### src/rtl/mem_defs.sv
// rtl/mem_defs.sv - shared memory geometry defaults and block-copier state encoding
package mem_defs;

  localparam int MEM_DATA_WIDTH = 12;
  localparam int MEM_DEPTH      = 256;

  localparam logic [1:0] ST_IDLE = 2'd0;
  localparam logic [1:0] ST_RD   = 2'd1;
  localparam logic [1:0] ST_WR   = 2'd2;
  localparam logic [1:0] ST_DONE = 2'd3;

  typedef enum logic [1:0] {
    IDLE = ST_IDLE,
    RD   = ST_RD,
    WR   = ST_WR,
    DONE = ST_DONE
  } copy_state_t;

endpackage

### src/rtl/ram_block_copier.sv
// rtl/ram_block_copier.sv - copies a block of RAM words upward, one read then one write per word
module ram_block_copier
  import mem_defs::*;
#(
  parameter int DATA_WIDTH = MEM_DATA_WIDTH,
  parameter int DEPTH      = MEM_DEPTH,
  parameter int ADDR_WIDTH = $clog2(DEPTH)
) (
  input  logic                  clk,
  input  logic                  rst,
  input  logic                  start,
  input  logic [ADDR_WIDTH-1:0] src_addr,
  input  logic [ADDR_WIDTH-1:0] dst_addr,
  input  logic [ADDR_WIDTH:0]   length,
  output logic                  busy,
  output logic                  done,
  output logic                  ram_wrEn,
  output logic [ADDR_WIDTH-1:0] ram_address,
  output logic [DATA_WIDTH-1:0] ram_dataIn,
  input  logic [DATA_WIDTH-1:0] ram_dataOut
);

  localparam logic [ADDR_WIDTH:0]   DEPTH_LEN = (ADDR_WIDTH+1)'(DEPTH);
  localparam logic [ADDR_WIDTH+1:0] DEPTH_SUM = (ADDR_WIDTH+2)'(DEPTH);

  copy_state_t             state, state_next;
  logic [ADDR_WIDTH-1:0]   src_q, dst_q;
  logic [ADDR_WIDTH:0]     len_q, idx_q;
  logic [ADDR_WIDTH:0]     len_clamped, idx_inc;

  // Address arithmetic wraps modulo DEPTH, which need not be a power of two.
  function automatic logic [ADDR_WIDTH-1:0] wrap_add(input logic [ADDR_WIDTH-1:0] base,
                                                     input logic [ADDR_WIDTH:0]   offset);
    logic [ADDR_WIDTH+1:0] sum;
    sum = {2'b00, base} + {1'b0, offset};
    if (sum >= DEPTH_SUM) sum = sum - DEPTH_SUM;
    return sum[ADDR_WIDTH-1:0];
  endfunction

  assign len_clamped = (length > DEPTH_LEN) ? DEPTH_LEN : length;
  assign idx_inc     = idx_q + (ADDR_WIDTH+1)'(1);

  always_ff @(posedge clk) begin
    if (rst) begin
      state <= IDLE;
      src_q <= '0;
      dst_q <= '0;
      len_q <= '0;
      idx_q <= '0;
    end else begin
      state <= state_next;
      if (state == IDLE && start && length != '0) begin
        src_q <= src_addr;
        dst_q <= dst_addr;
        len_q <= len_clamped;
        idx_q <= '0;
      end else if (state == WR) begin
        idx_q <= idx_inc;
      end
    end
  end

  always_comb begin
    state_next = state;
    case (state)
      IDLE: if (start) state_next = (length == '0) ? DONE : RD;
      RD:   state_next = WR;
      WR:   state_next = (idx_inc < len_q) ? RD : DONE;
      DONE: state_next = IDLE;
      default: state_next = IDLE;
    endcase
  end

  // A reset arriving during a write cycle suppresses that write immediately.
  always_comb begin
    busy        = (state != IDLE);
    done        = (state == DONE);
    ram_wrEn    = 1'b0;
    ram_address = '0;
    ram_dataIn  = '0;
    case (state)
      RD: ram_address = wrap_add(src_q, idx_q);
      WR: begin
        ram_address = wrap_add(dst_q, idx_q);
        ram_wrEn    = ~rst;
        ram_dataIn  = ram_dataOut;
      end
      default: ;
    endcase
  end

endmodule

### config.mk
export PLATFORM = sky130hd
export DESIGN_NAME = ram_block_copier
export DESIGN_NICKNAME = d
export VERILOG_FILES = /design/src/rtl/mem_defs.sv /design/src/rtl/ram_block_copier.sv
export SDC_FILE = /design/constraint.sdc
export NUM_CORES = 1
export LEC_CHECK = 0
export ABC_AREA = 1
export CAP_MARGIN = 20
export CORE_MARGIN = 2
export CORE_UTILIZATION = 52
export DETAILED_ROUTE_END_ITERATION = 7
export DONT_BUFFER_PORTS = 1
export PLACE_DENSITY = 0.68
export SETUP_SLACK_MARGIN = 0.4
export SYNTH_ARGS = -nofsm -noshare
export SYNTH_HDL_FRONTEND = slang
export SYNTH_SLANG_ARGS = --single-unit
### constraint.sdc
create_clock -name clk -period 8.87 [get_ports clk]
set_clock_uncertainty 0.2 [all_clocks]
set_input_delay 1.774 -clock clk [delete_from_list [all_inputs] [get_ports clk]]
set_output_delay 1.774 -clock clk [all_outputs]
set_load 0.005 [all_outputs]
==> impl_results.md <==
- Post-route DRC: 0
- Via count: 1968
- CP arrival: 2.74 ns
- First-pass GRT wire length: 8170 um
- Fillers: 437
- Largest net degree at the start of global routing: 45
- Highest clock rate: 0.212 GHz
- Crit-path slowest cell: buf_4
- CTS tree: yes
- Non-filler instance count after layout: 387
- CP most frequent cell: nand2_1
- Site Rows: 24
- First-pass DRT Iterations: 4
- Combinational power share: 0.215
- Die extent in y: 70.7 um
- Final Max Slew Viols: 0
- CTS sink count: 36
- Die Wd: 70.7 um
- CTS H-tree depth: 2
- Kind of end point of the critical path: primary output
- Final net count: 395
- Post-Syn Instances: 337
- Synth Net Count: 398
- Placed cell count: 379
- Internal power: 288 uW
- Worst Setup SP: state[0]$_SDFFE_PP0P_
- CP peak stage delay: 0.37 ns
- Crit Path Category: reg -> out
- Number of warnings issued by yosys: 0
- Relative max-transition margin: 0.692
- Final hold violation count: 0
- Critical path data required time: 6.90 ns
- Die Area: 5000 um2
- Clk_lat worst skew: 0.29 ns
- Cells along the critical path: inv_1 -> ha_1 -> buf_4 -> nand2_1 -> o21ai_0 -> ha_1 -> inv_1 -> fa_1 -> inv_1 -> nand3_1 -> nand2_1 -> nand2_1 -> nand2_1 -> a21oi_1 -> nand2_1 -> nand2_1 -> nor2_1
- Post-synth top area cell: dfxtp_1
- N_diodes: 0
- Status: completed
- Mean Syn Cell Area: 6.86 um2
- Clk pin slew, worst setup/hold paths: 0.08 ns
- Slew @ Worst Pin: 0.461 ns
- Sw Share: 0.316
- MaxCap Viol Count: 0
- Post-cts resize count: 0
- Tightest Hold Check Type: reg -> reg
- Part of the power in the clock network: 0.354
- Sequential share of the synthesized area: 0.312
- Vias in the first global route: 1837
- Hold_buf cts: 0
- Start point of the worst hold path: src_q[5]$_SDFFE_PP0P_
- FF/Latch Area: 721 um2
- Max IR drop VDD: 0.129 mV
- Clock root buffer: clkbuf_8
- I/O pin total: 63
- Via density: 5.09
- CTS Buf Count: 5
- GRT Residual Overflow: 0
- Bufs on Longest Clock Path: 2
- CP Launch Type: flop
- Area growth from synthesis to layout: 5.25%
- Initial antenna violation count: 0
- Port bufs: 0
- Tmin final: 4.72 ns
- Initial Util: 0.535
- Cell variety after synth: 28
- Initial DRC count: 77
- Synth area leaders: dfxtp_1, nand2_1, ha_1
- Post-CTS setup buffers: 0
- # setup viols final: 0
- Syn Std Cell Area: 2310 um2
- Share of cells above drive strength 1: 0.0776
- P_leak: 0.00119 uW
- Worst-path fanout max: 44
- Setup tns final: 0 ns
- WL final: 4560 um
- GP Congestion: 0.746
- Reg2Reg Launch Point: idx_q[0]$_SDFFE_PP0P_
- Post-route ant nets: 0
- Sw Pwr: 133 uW
- RSZ-0062 raised after global routing: false
- Fin crit share: 0.532
- PwrDens: 173 nW/um2
- GR Util All Layers: 0.204
- Dpl hpwl: 3550 um
- Core area: 4320 um2
- WL/cell: 11.8 um
- Multi-input gate area: 1310 um2
- Share of the synthesized area in the top cell type: 0.312
- Sequential Power Share: 0.431
- #FFs+latches synth: 36
metal layers:
metal / global-route usage / up-vias / wire, um
met3: 0.0570 / 5 / 211
met2: 0.334 / 49 / 2080
met4: 0.0629 / 0 / 54
met5: 0 / - / 0
met1: 0.262 / 864 / 2210
li1: - / 1050 / -
per-stage QoR:
| stage | power [uW] | area [um2] | hold slack [ns] | util | setup WS, ns |
|---|---|---|---|---|---|
| CTS | 425 | 2430 | 0.273 | 0.563 | 4.15 |
| global route | 451 | 2430 | 0.300 | 0.563 | 3.85 |
| global placement | 275 | 2320 | 0.255 | 0.536 | 4.56 |
| finish | 420 | 2430 | 0.266 | 0.563 | 4.15 |
| detailed placement | 277 | 2320 | 0.258 | 0.536 | 4.46 |
| floorplan | 261 | 2310 | 0.233 | - | 4.59 |
synthesized netlist by cell type (all sizes together):
cell,n
clkbuf,5
nor2,27
o31a,1
xor2,7
nand3,27
nor3,2
a211oi,5
inv,58
o21ai,28
fa,1
a21oi,18
a21o,1
nand2,93
dfxtp,36
ha,20
buf,6
xnor2,1
nand4,1
final timing paths:
| kind | endpoint | slack, ns | cells past startpoint |
|---|---|---|---|
| setup / recovery | ram_address[6] | 4.15 | 17 |
| hold / removal | src_q[5]$_SDFFE_PP0P_ | 0.27 | 2 |
| setup reg to reg | state[1]$_SDFFE_PP0P_ | 6.31 | 15 |
| hold reg to reg | src_q[5]$_SDFFE_PP0P_ | 0.27 | 2 |
kinds of logic (layout without fill, tap and decap cells):
group,Yosys count,in the layout,synth area share
xor gates and xnor gates,8,8,0.0303
DFF,36,36,0.312
buffers and inverters,69,67,0.123
and+or+nand+nor,150,150,0.274
adders and majority gates,21,21,0.117
AOI/OAI and AO/OA,53,53,0.144
layout by cell type, fill, tap and decap left out:
cell and count:
nand2_1 91, inv_1 58, dfxtp_1 36, nand3_1 26
nor2_1 25, ha_1 20, a21oi_1 18, o21ai_0 17
o21ai_2 9, xor2_1 7, clkbuf_8 5, a211oi_2 3
nor3_1 2, o21ai_1 2, a211oi_1 2, nand4_1 1
o31a_1 1, nor2_2 1, nand2_2 1, nand3_4 1
nor2_4 1, nand2_4 1, a21o_1 1, xnor2_1 1
fa_1 1, inv_6 1, bufinv_16 1, clkinvlp_4 1
buf_4 1
sequential cells by signal, summed over array words and instances (netlist names):
name	count
idx_q	9
len_q	9
dst_q	8
src_q	8
state	2
area by class of cell:
| type | count | area share |
|---|---|---|
| multi-input cells | 232 | 0.537 |
| inverters | 58 | 0.0895 |
| well taps | 52 | 0.0267 |
| repair buffers | 1 | 0.00308 |
| flip-flops and latches | 36 | 0.296 |
| clock buffers | 5 | 0.0283 |
| clock inverters | 3 | 0.0190 |
power groups by stage:
stage	combinational [uW]	sequential (uW)	clock [uW]
2_1_floorplan	77.5	183	0
3_3_place_gp	89.7	185	0
3_5_place_dp	91.3	185	0
4_1_cts	91.7	181	152
5_1_grt	106	183	162
6_report	90.4	181	149
critical path: cells and delay by family (launching register included):
kind / cells / cell delay [ns]
and+or+nand+nor: 8 / 0.60
buffers and inverters: 4 / 0.63
adders and majority gates: 3 / 0.71
DFF: 1 / 0.31
AOI/OAI and AO/OA: 2 / 0.17
Note: power is estimated with default switching activity, not from simulation.
==> variant, RTL diff (config.mk and constraints unchanged) <==
The package constant `MEM_DATA_WIDTH` goes from 12 to 18.
--- a/src/rtl/mem_defs.sv
+++ b/src/rtl/mem_defs.sv
@@ -2,5 +2,5 @@
 package mem_defs;
 
-  localparam int MEM_DATA_WIDTH = 12;
+  localparam int MEM_DATA_WIDTH = 18;
   localparam int MEM_DEPTH      = 256;
 
Interface: changed (resized ram_dataIn and ram_dataOut); port bits go from 63 to 75. No check against the original RTL was run, so the function may have changed too.
==> variant against the original RTL <==
Synthesized area down 0.70%. Routed wire length up 11%. Cell count up 2.8%. Register-to-register slack worse by 0.05 ns. Sequential cell count unchanged. Total power down 5.6%. Combinational power about the same. Critical path depth down 7. Sequential share of layout area up 0.34 points. Setup slack better by 0.052 ns. Final area down 1.1%. Core utilization down 0.25 points. Critical path type unchanged. Highest routed layer unchanged.
==> variant: results (changes against the original RTL) <==
----------------------------------------------------
[Yosys]
  Net count after synthesis ... 415 (+4.3%)
  Largest cells by area after synthesis ... sky130_fd_sc_hd__dfxtp_1 (31%), sky130_fd_sc_hd__nand2_1 (16%), sky130_fd_sc_hd__ha_1 (11%), sky130_fd_sc_hd__inv_1 (10%), sky130_fd_sc_hd__nand3_1 (5.7%)
  Area fraction in compound gates after synthesis ... 12.92% (-1.5 points)
  Post-Syn Area per Cell ... 6.598 um2 (-3.8%)
  Commonest cells post-synth ... sky130_fd_sc_hd__nand2_1 (99), sky130_fd_sc_hd__inv_1 (63), sky130_fd_sc_hd__dfxtp_1 (36)

[Finish]
  Filler Cell Count ... 424 (-3.0%)
  Clock network area share ... 4.004% (-0.73 points)
  Non-clk invs ... 64 (+10%)
  Signal buf overhead ... 0.3120% (+0.0035 points)

[Min path]
  Hold worst-path end ... src_q[7]

[Power]
  Power dissipated in the clock network ... 125 uW (-16%)
  Maximum resistive drop on vdd ... 0.1232 mV (-4.8%)

[STA]
  Worst slew margin ... 42.62% (-27 points)

[Worst setup path]
  Max incr delay on CP ... 0.43 ns (+0.06 ns)
  CP Max Fanout ... 39 (-11%)
  Crit path arrival time ... 2.69 ns (-0.05 ns)

[Detailed routing]
  Initial DRC Count ... 130 (+69%)
  Final Routed Wirelength ... 5064 um (+11%)
  WL met1 ... 2344 um (+5.9%)
  Detail-routed net length per standard cell ... 12.72 um (+8.0%)

[Global routing]
  First-pass GRT wire length ... 8452 um (+3.5%)
  Pin count of the biggest net entering global routing ... 40 (-11%)
  Total Routing Usage GR ... 21.17% (+0.75 points)

[Run status]
  Result of the run ... finished clean

[Place]
  Cell total after placement ... 391 (+3.2%)
  Final weighted congestion in routability-driven placement ... 0.8297 (+11%)

[CTS]
  Clock-pin slew reported for the worst setup and hold paths after clock tree synthesis ... 0.06 ns (-0.02 ns)

----------------------------------------------------
==> variant: cell count changes in the layout (fill, tap and decap cells not counted), sizes merged <==
cell	unedited run	this run
clkinvlp	1	0
bufinv	1	0
nor2	27	26
clkinv	0	1
inv	59	63
clkbuf	5	7
o21ai	28	29
nand2	93	100
a211oi	5	4
==> variant: metrics by stage <==
step,power [uW],setup slack [ns],hold slack (ns),area (um2)
6_report,396.8,4.205,0.2680,2406
5_1_grt,420.5,4.013,0.2775,2406
4_1_cts,399.6,4.183,0.2642,2406
3_5_place_dp,276.2,4.490,0.2518,2310
3_3_place_gp,272.8,4.638,0.2523,2310
2_1_floorplan,258.0,4.434,0.2324,2296
==> variant: metal layers <==
metal  vias up  global-route usage (%)
met5         -                       0
met4         0                   7.051
met3         4                   4.040
met2        68                   36.06
met1       949                   26.67
li1       1072                       -
